--- config.mk ---
export PLATFORM = sky130hd
export DESIGN_NAME = multi_sprite_renderer
export DESIGN_NICKNAME = d
export VERILOG_FILES = /design/src/rtl/multi_sprite_renderer.sv
export SDC_FILE = /design/constraint.sdc
export NUM_CORES = 1
export LEC_CHECK = 0
export ABC_CLOCK_PERIOD_IN_PS = 5000
export CAP_MARGIN = 10
export CORE_UTILIZATION = 40
export CTS_CLUSTER_SIZE = 12
export DETAILED_ROUTE_END_ITERATION = 10
export PLACE_DENSITY_LB_ADDON = 0.2
export SYNTH_ARGS = -nofsm -noshare
export SYNTH_HDL_FRONTEND = slang
export SYNTH_SLANG_ARGS = --single-unit
--- constraint.sdc ---
create_clock -name clk -period 5 [get_ports clk]
set_input_delay 0.75 -clock clk [delete_from_list [all_inputs] [get_ports clk]]
set_output_delay 0.75 -clock clk [all_outputs]
set_load 0.05 [all_outputs]
--- src/rtl/multi_sprite_renderer.sv ---
// Multi-object rectangle renderer: erases last frame's sprites, then draws
// this frame's sprites as a clipped pixel stream for the VGA adapter.
module multi_sprite_renderer #(
   parameter int NUM_OBJ = 4,
   parameter int X_W = 8,
   parameter int Y_W = 7,
   parameter int DIM_W = 5,
   parameter int C_W = 3,
   parameter int SCREEN_W = 160,
   parameter int SCREEN_H = 120,
   parameter logic [C_W-1:0] BG_COLOUR = '0
) (
   input  logic                     clk,
   input  logic                     reset,
   input  logic                     frame_start,
   input  logic [NUM_OBJ*X_W-1:0]   obj_x,
   input  logic [NUM_OBJ*Y_W-1:0]   obj_y,
   input  logic [NUM_OBJ*DIM_W-1:0] obj_w,
   input  logic [NUM_OBJ*DIM_W-1:0] obj_h,
   input  logic [NUM_OBJ*C_W-1:0]   obj_c,
   input  logic [NUM_OBJ-1:0]       obj_en,
   output logic [X_W-1:0]           pix_x,
   output logic [Y_W-1:0]           pix_y,
   output logic [C_W-1:0]           pix_c,
   output logic                     plot,
   output logic                     busy,
   output logic                     frame_done
);

   localparam int IDX_W = (NUM_OBJ > 1) ? $clog2(NUM_OBJ) : 1;
   localparam logic [IDX_W-1:0] LAST = IDX_W'(NUM_OBJ - 1);
   localparam logic [X_W:0] SCR_W = (X_W + 1)'(SCREEN_W);
   localparam logic [Y_W:0] SCR_H = (Y_W + 1)'(SCREEN_H);
   localparam logic [DIM_W-1:0] D_ONE = DIM_W'(1);

   typedef enum logic [2:0] {
      IDLE,
      LOAD,
      ERASE_SEL,
      ERASE_PIX,
      DRAW_SEL,
      DRAW_PIX,
      DONE
   } state_t;

   state_t state, nxt_state, adv_state;

   logic [IDX_W-1:0] idx, nxt_idx, adv_idx;
   logic [DIM_W-1:0] ox, oy, nxt_ox, nxt_oy;

   logic [X_W-1:0]   cur_x  [NUM_OBJ];
   logic [Y_W-1:0]   cur_y  [NUM_OBJ];
   logic [DIM_W-1:0] cur_w  [NUM_OBJ];
   logic [DIM_W-1:0] cur_h  [NUM_OBJ];
   logic [C_W-1:0]   cur_c  [NUM_OBJ];
   logic [NUM_OBJ-1:0] cur_en;

   logic [X_W-1:0]   prev_x [NUM_OBJ];
   logic [Y_W-1:0]   prev_y [NUM_OBJ];
   logic [DIM_W-1:0] prev_w [NUM_OBJ];
   logic [DIM_W-1:0] prev_h [NUM_OBJ];
   logic [C_W-1:0]   prev_c [NUM_OBJ];
   logic [NUM_OBJ-1:0] prev_en;

   logic             erase_pass;
   logic [X_W-1:0]   s_x;
   logic [Y_W-1:0]   s_y;
   logic [DIM_W-1:0] s_w;
   logic [DIM_W-1:0] s_h;
   logic [C_W-1:0]   s_c;
   logic             s_en;
   logic             s_ok;
   logic             last_px;
   logic             last_col;
   logic             nxt_pix;
   logic [X_W:0]     sum_x;
   logic [Y_W:0]     sum_y;

   assign busy       = (state != IDLE);
   assign frame_done = (state == DONE);
   assign erase_pass = (state == ERASE_SEL) || (state == ERASE_PIX);

   // The object under the index, taken from the snapshot of the active pass
   always_comb begin
      s_x  = erase_pass ? prev_x[idx]  : cur_x[idx];
      s_y  = erase_pass ? prev_y[idx]  : cur_y[idx];
      s_w  = erase_pass ? prev_w[idx]  : cur_w[idx];
      s_h  = erase_pass ? prev_h[idx]  : cur_h[idx];
      s_c  = erase_pass ? prev_c[idx]  : cur_c[idx];
      s_en = erase_pass ? prev_en[idx] : cur_en[idx];
   end

   assign s_ok     = s_en && (s_w != '0) && (s_h != '0);
   assign last_col = (ox == s_w - D_ONE);
   assign last_px  = last_col && (oy == s_h - D_ONE);

   always_comb begin
      adv_idx   = idx + IDX_W'(1);
      adv_state = erase_pass ? ERASE_SEL : DRAW_SEL;
      if (idx == LAST) begin
         adv_idx   = '0;
         adv_state = erase_pass ? DRAW_SEL : DONE;
      end
   end

   always_comb begin
      nxt_state = state;
      nxt_idx   = idx;
      nxt_ox    = ox;
      nxt_oy    = oy;
      unique case (state)
         IDLE: begin
            if (frame_start) nxt_state = LOAD;
         end
         LOAD: begin
            nxt_idx   = '0;
            nxt_state = ERASE_SEL;
         end
         ERASE_SEL, DRAW_SEL: begin
            if (s_ok) begin
               nxt_ox    = '0;
               nxt_oy    = '0;
               nxt_state = erase_pass ? ERASE_PIX : DRAW_PIX;
            end else begin
               nxt_idx   = adv_idx;
               nxt_state = adv_state;
            end
         end
         ERASE_PIX, DRAW_PIX: begin
            if (last_px) begin
               nxt_idx   = adv_idx;
               nxt_state = adv_state;
            end else if (last_col) begin
               nxt_ox = '0;
               nxt_oy = oy + D_ONE;
            end else begin
               nxt_ox = ox + D_ONE;
            end
         end
         DONE: begin
            nxt_state = IDLE;
         end
         default: begin
            nxt_state = IDLE;
         end
      endcase
   end

   // Pixel registers are loaded with the offset the FSM is about to visit,
   // so plot lines up with the PIX cycle that owns it.
   assign nxt_pix = (nxt_state == ERASE_PIX) || (nxt_state == DRAW_PIX);
   assign sum_x   = {1'b0, s_x} + (X_W + 1)'(nxt_ox);
   assign sum_y   = {1'b0, s_y} + (Y_W + 1)'(nxt_oy);

   always_ff @(posedge clk) begin
      if (reset) begin
         state <= IDLE;
         idx   <= '0;
         ox    <= '0;
         oy    <= '0;
      end else begin
         state <= nxt_state;
         idx   <= nxt_idx;
         ox    <= nxt_ox;
         oy    <= nxt_oy;
      end
   end

   always_ff @(posedge clk) begin
      if (reset) begin
         pix_x <= '0;
         pix_y <= '0;
         pix_c <= '0;
         plot  <= 1'b0;
      end else if (nxt_pix) begin
         pix_x <= sum_x[X_W-1:0];
         pix_y <= sum_y[Y_W-1:0];
         pix_c <= erase_pass ? BG_COLOUR : s_c;
         plot  <= (sum_x < SCR_W) && (sum_y < SCR_H);
      end else begin
         plot  <= 1'b0;
      end
   end

   always_ff @(posedge clk) begin
      if (reset) begin
         cur_en <= '0;
         for (int i = 0; i < NUM_OBJ; i++) begin
            cur_x[i] <= '0;
            cur_y[i] <= '0;
            cur_w[i] <= '0;
            cur_h[i] <= '0;
            cur_c[i] <= '0;
         end
      end else if (state == LOAD) begin
         cur_en <= obj_en;
         for (int i = 0; i < NUM_OBJ; i++) begin
            cur_x[i] <= obj_x[i*X_W +: X_W];
            cur_y[i] <= obj_y[i*Y_W +: Y_W];
            cur_w[i] <= obj_w[i*DIM_W +: DIM_W];
            cur_h[i] <= obj_h[i*DIM_W +: DIM_W];
            cur_c[i] <= obj_c[i*C_W +: C_W];
         end
      end
   end

   always_ff @(posedge clk) begin
      if (reset) begin
         prev_en <= '0;
         for (int i = 0; i < NUM_OBJ; i++) begin
            prev_x[i] <= '0;
            prev_y[i] <= '0;
            prev_w[i] <= '0;
            prev_h[i] <= '0;
            prev_c[i] <= '0;
         end
      end else if (state == DONE) begin
         prev_en <= cur_en;
         for (int i = 0; i < NUM_OBJ; i++) begin
            prev_x[i] <= cur_x[i];
            prev_y[i] <= cur_y[i];
            prev_w[i] <= cur_w[i];
            prev_h[i] <= cur_h[i];
            prev_c[i] <= cur_c[i];
         end
      end
   end

endmodule

# Yosys cells after proc, flatten, opt, wreduce, memory -nomap -nowiden
# Memories as Yosys holds them, arrays and structs flattened. A register that Yosys moved wholly into a read port is not among the register bits.
# Index checks and enable logic that the tools add are counted.
[classes] addsub=7 magnitude_cmp=3 eq_ne=13 muxes=92 n_bitwise=37 n_reduce_logical=15
[ops] op="2-to-1 mux 5 bit" n=24
[ops] op="2-to-1 mux 8 bit" n=9
[ops] op="2-to-1 mux 7 bit" n=9
[ops] op="2-to-1 mux 2 bit" n=22
[ops] op="bitwise OR 1 bit" n=36
[ops] op="2-to-1 mux 3 bit" n=11
[ops] op="one-hot mux 5 bit (2 select lines)" n=2
[ops] op="equality test 3 bit, second input constant" n=4
[ops] op="one-hot mux 3 bit (4 select lines)" n=1
[ops] op="2-to-1 mux 1 bit" n=11
[ops] op="adder 5 x 1 -> 5 bit, second input constant" n=2
[ops] op="equality test 5 bit" n=2
[ops] op="nonzero test 5 bit" n=2
[ops] op="subtractor 5 x 1 -> 5 bit, second input constant" n=2
[ops] op="adder 8 x 5 -> 9 bit" n=1
[ops] op="equality test 3 x 2 -> 1 bit, second input constant" n=3
[ops] op="less-than comparator 9 x 8 -> 1 bit, second input constant" n=1
[ops] op="adder 7 x 5 -> 8 bit" n=1
[ops] op="less-than comparator 8 x 7 -> 1 bit, second input constant" n=1
[ops] op="one-hot mux 2 bit (3 select lines)" n=1
[ops] op="nonzero test 3 bit" n=2
[ops] op="OR reduction 2 bit" n=3
[ops] op="binary-select mux 1 bit (select 2 bit)" n=2
[ops] op="logical AND 1 bit" n=4
[ops] op="9 further kinds" n=11
[word_totals] ff_bits=42 mem_bits_rw=212 in_bits=119 output_inout_bits=21 wordCells=186 n_memories=9
[memory_table] memory="cur_x" depth=4 word_bits=8 read_ports=5 rd_ports_with_merged_regs=1 wr=4 line="51" source="logic [X_W-1:0] cur_x [NUM_OBJ];"
[memory_table] memory="prev_x" depth=4 word_bits=8 read_ports=1 rd_ports_with_merged_regs=1 wr=4 line="58" source="logic [X_W-1:0] prev_x [NUM_OBJ];"
[memory_table] memory="cur_y" depth=4 word_bits=7 read_ports=5 rd_ports_with_merged_regs=1 wr=4 line="52" source="logic [Y_W-1:0] cur_y [NUM_OBJ];"
[memory_table] memory="prev_y" depth=4 word_bits=7 read_ports=1 rd_ports_with_merged_regs=1 wr=4 line="59" source="logic [Y_W-1:0] prev_y [NUM_OBJ];"
[memory_table] memory="cur_h" depth=4 word_bits=5 read_ports=5 rd_ports_with_merged_regs=1 wr=4 line="54" source="logic [DIM_W-1:0] cur_h [NUM_OBJ];"
[memory_table] memory="cur_w" depth=4 word_bits=5 read_ports=5 rd_ports_with_merged_regs=1 wr=4 line="53" source="logic [DIM_W-1:0] cur_w [NUM_OBJ];"
[memory_table] memory="3 more memories"

# Logic depth before layout (Yosys ltp)
[logic_depth] word_depth=12 mapped_depth=30 mapped_depth_nobuf=26

# Least setup slack after synthesis
# OpenSTA, ideal clock, no wires.
[synth_path] kind="register to register" start="reg state[2]" end="reg plot" setup_time_ps=64 arrival_ps=5009 t_required_ps=4936 path_slack_ps=-73 stages_incl_launch_ff=31 n_path_buf=4 synth_period_minus_slack_ps=5073 path_cell_list="dfxtp_1 clkbuf_1 inv_1 ha_1 buf_2 buf_2 mux4_2 mux2i_1 ha_1 nand2_1 a21oi_1 and2_1 o211a_1 o31ai_2 and2b_1 clkbuf_1 o21ai_0 nand2_1 o21ai_0 ha_1 inv_1 fa_1 inv_1 a21oi_1 o21bai_1 xnor2_1 o21a_1 nor2_1 o21bai_1 o221ai_1 nor2_1"
[synth_via] word_cells_on_any_way=49 classes_between="add/sub (4); order compare (2); eq/ne (9); mux (21); bitwise (1); reduce/logical (12)"
[synth_lines] element="from (decl)" line="46" source="state_t state, nxt_state, adv_state;"
[synth_lines] element="from (signal assigned)" line="162" source="state <= nxt_state;"
[synth_lines] element="equality test 3 x 2 -> 1 bit" line="81, 111"
[synth_lines] element="logical OR 1 bit" line="81" source="assign erase_pass = (state == ERASE_SEL) || (state == ERASE_PIX);"
[synth_lines] element="2-to-1 mux 5 bit, on equally long branches" line="87, 88"
[synth_lines] element="subtractor 5 x 1 -> 5 bit, or another cell as far along" line="94" source="assign last_col = (ox == s_w - D_ONE);"
[synth_lines] element="equality test 5 bit, or another cell as far along" line="94"
[synth_lines] element="2-to-1 mux 5 bit, or another cell as far along" line="133" source="end else if (last_col) begin"
[synth_lines] element="2-to-1 mux 5 bit, on equally long branches" line="130, 120"
[synth_lines] element="one-hot mux 5 bit (2 select lines) *" line="111" source="unique case (state)"
[synth_lines] element="named net nxt_oy[0]" line="49" source="logic [DIM_W-1:0] ox, oy, nxt_ox, nxt_oy;"
[synth_lines] element="adder 7 x 5 -> 8 bit *" line="153" source="assign sum_y = {1'b0, s_y} + (Y_W + 1)'(nxt_oy);"
[synth_lines] element="less-than comparator 8 x 7 -> 1 bit *" line="179" source="plot <= (sum_x < SCR_W) && (sum_y < SCR_H);"
[synth_lines] element="logical AND 1 bit *" line="179"
[synth_lines] element="to (signal assigned)" line="179"
[synth_lines] element="to (decl)" line="25" source="output logic plot,"
# Mark *: on every way through the listed nets, which the timed path passes. The rest lies on a longest branch.
# A chain may end at the register's enable or synchronous reset.

# Worst setup path in the final report
[layout_path] start="reg state[1]" end="reg plot"
# Same word-level chain as after synthesis.

==> results.json <==
{
  "max_slew_margin_pct": 31.1,
  "async_flop_share_pct": 0,
  "arrival_ns": 5.17,
  "cp_common_cell": "buf_4",
  "vias": 7359,
  "finalHoldViolCount": 0,
  "drc": 0,
  "yosys_most_used_dff": "edfxtp_1",
  "layout_commonest_cell": "and2_1",
  "clockBufferDepth": 3,
  "htree_levels": 1,
  "min_path_type": "reg2reg",
  "powerDensity_nw_per_um2": 351,
  "synthesis.nets": 1042,
  "seq_area_frac_synth_pct": 59.0,
  "slowest_stage": "fa_1",
  "fmax_ghz": 0.213,
  "antenna_found_initial": 0,
  "fp-row-count": 63,
  "path_cells": "ha_4 > buf_4 > buf_4 > mux4_2 > mux2i_4 > buf_4 > and4bb_2 > o31ai_4 > and2b_2 > o21ai_2 > nand2_1 > o21ai_2 > ha_1 > inv_1 > fa_1 > inv_1 > a21oi_1 > o21bai_1 > xnor2_1 > o21a_1 > nor2_1 > o21bai_1 > o221ai_1 > nor2_1",
  "die-area_um2": 31400,
  "via_per_inst": 5.03,
  "syn_to_final_growth_pct": 24.4,
  "setup_tns_ns": 0,
  "ys_ff_latch": 256,
  "placeableCoreArea_um2": 30000,
  "critPathMaxFanout": 7,
  "n_antenna_cell": 0,
  "p_int_mw": 4.11,
  "switching_share_pct": 23.2,
  "status": "completed",
  "skew_ns": 0.0112,
  "avgSynthCellArea_um2": 13.6,
  "fill_cells": 2596,
  "cts_buffers": 28,
  "drtIter0Drc": 494,
  "place_congestion": 0.835,
  "grt_max_degree": 101,
  "clockRootBuffer": "clkbuf_16",
  "worstMarginPinSlew_ns": 1.03,
  "timing.final.crit_share_pct": 94.1,
  "netSwitchingPower_mw": 1.25,
  "synth_edf_count": 212,
  "start_util_pct": 41.0,
  "p_comb_share_pct": 13.1,
  "hpwl_um": 17100,
  "clock-sinks": 256,
  "worstPathRequired_ns": 5.47,
  "grt_pass1_vias": 7108,
  "ctsHoldBuffers": 0,
  "p_leak_nw": 5.50,
  "drv_cap": 0,
  "die_x_um": 177,
  "startpoint_type": "register",
  "io_pins": 140,
  "clockPowerShare_pct": 39.7,
  "rsz0062_at_grt": "no",
  "wl_per_cell_um": 16.8,
  "seqPwrFrac_pct": 47.2,
  "grt_overflow": 0,
  "drv_slew": 0,
  "postSynthCellCount": 903,
  "p_total_mw": 5.36,
  "peakVddDrop_uv": 220,
  "die_y_um": 177,
  "antenna_left": 0,
  "syn-cell-area_um2": 12300,
  "yosysUniqueCellTypes": 65,
  "worst_setup_path_end_kind": "register",
  "final_cell_mix": "217 x and2_1, 212 x edfxtp_1, 138 x clkdlybuf4s50_1, 49 x mux4_2, 42 x dfxtp_1",
  "grt_usage_pct": 15.5,
  "grt_pass1_wl_um": 38200,
  "clk_pin_slew_ns": 0.06,
  "clk_latency_ns": 0.54,
  "finalSetupViolations": 0,
  "wl_um": 24600,
  "port-buffer-count": 139,
  "dr.pass1.iters": 4,
  "period_needed_ns": 4.71,
  "critPathMaxStageDelay_ns": 0.39,
  "nets": 1189,
  "whs_ns": 0.455,
  "crit_type": "reg2reg",
  "yosysWarnings": 0,
  "cts_tree": "built",
  "drive_gt1_share_pct": 16.2
}
[what timing repair did]
| action | 4_1_cts | 5_1_grt |
|---|---|---|
| resized for setup | 1 | 27 |
| hold endpoints to repair | 0 | 0 |
| setup buffers | 0 | 10 |
| pin swaps | 0 | 3 |
| setup endpoints to repair | 2 | 8 |
[flip-flops by register name, indices dropped and copies added, names as in the netlist, named ones only]
name     cells
cur_c       12
cur_en       4
cur_h       20
cur_w       20
cur_x       32
cur_y       28
idx          2
ox           5
oy           5
pix_c        3
pix_x        8
pix_y        7
plot         1
prev_en      4
prev_h      20
prev_w      20
prev_x      32
prev_y      28
state        3
[metal layers]
layer | vias up | wire [um] | share of wire, % | GRT usage [%]
li1 | 3628 | - | - | -
met1 | 3545 | 11700 | 48 | 22.1
met2 | 144 | 11400 | 46 | 24.8
met3 | 42 | 968 | 3.9 | 2.08
met4 | 0 | 453 | 1.8 | 4.02
met5 | - | 0 | 0 | 0
[area by class of cell]
cell class / instances / area (um2) / area share (%)
clock buffers: 43 / 853 / 5.58
multi-input cells: 581 / 4900 / 32.0
repair buffers: 169 / 1620 / 10.6
well taps: 390 / 488 / 3.19
inverters: 14 / 52.6 / 0.344
flip-flops and latches: 256 / 7250 / 47.5
clock inverters: 9 / 114 / 0.745
[worst max-delay path, delay by kind of cell (launching register included)]
kind / cells / cell delay (ns)
adders and majority gates: 3 / 0.79
muxes: 2 / 0.60
xor gates and xnor gates: 1 / 0.20
and+or+nand+nor: 5 / 0.76
AOI/OAI and AO/OA: 8 / 1.26
DFF: 1 / 0.37
buffers and inverters: 5 / 0.63
[synth_stat cells (4+ instances only)]
master	count	area, um2
nor2_1	18	67.6
nand4_1	4	25.0
nand2b_1	10	62.6
mux2_2	10	113
mux4_2	49	1100
ha_1	18	225
xor2_1	4	35.0
buf_1	5	18.8
nor3_1	9	45.0
clkbuf_1	37	139
and2_1	217	1360
a21oi_1	35	175
nor2b_1	11	68.8
o21bai_1	5	37.5
nand2_1	31	116
edfxtp_1	212	6370
nand3_1	14	70.1
o21ai_0	24	120
inv_1	14	52.6
a22o_1	4	35.0
a22oi_1	6	45.0
dfxtp_1	44	881
o21a_1	4	30.0
buf_2	5	25.0
mux2i_1	28	280
xnor2_1	17	149
a211oi_2	4	50.1
[path summary, 6_finish.rpt]
| kind | from | to | slack [ns] | cells after the start |
|---|---|---|---|---|
| worst max-delay path | state[1] | plot | 0.29 | 24 |
| worst min-delay path | prev_en[3] | prev_en[3] | 0.46 | 2 |
| worst max register to register | state[1] | plot | 0.29 | 24 |
| worst min register to register | prev_en[3] | prev_en[3] | 0.46 | 2 |
[metrics by stage]
step,worst slack [ns],instance area [um2],std cells,util (%)
after floorplan,0.0156,12300,903,-
after global placement,0.127,14100,1400,47.2
after detailed placement,0.0269,14100,1400,47.2
after CTS,0.0463,15100,1452,50.5
after global routing,0.00228,15300,1462,51.0
final,0.295,15300,1462,51.0
[power groups by stage]
stage               Combinational (mW)  Clock [mW]  Sequential [mW]
CTS                              0.687        2.17             2.53
global route                     0.764        2.24             2.55
detailed placement               0.684           0             2.58
global placement                 0.681           0             2.57
finish                           0.703        2.13             2.53
floorplan                        0.408           0             2.60
[logic make-up after synthesis]
family,Yosys count,share of synthesized area (%)
compound gates,116,6.46
xor+xnor,22,1.63
fa+ha+maj,20,2.16
buf+inv,66,2.31
flops,256,59.0
mux,88,12.4
simple gates,335,16.1
(Power assumes the default switching activity.)
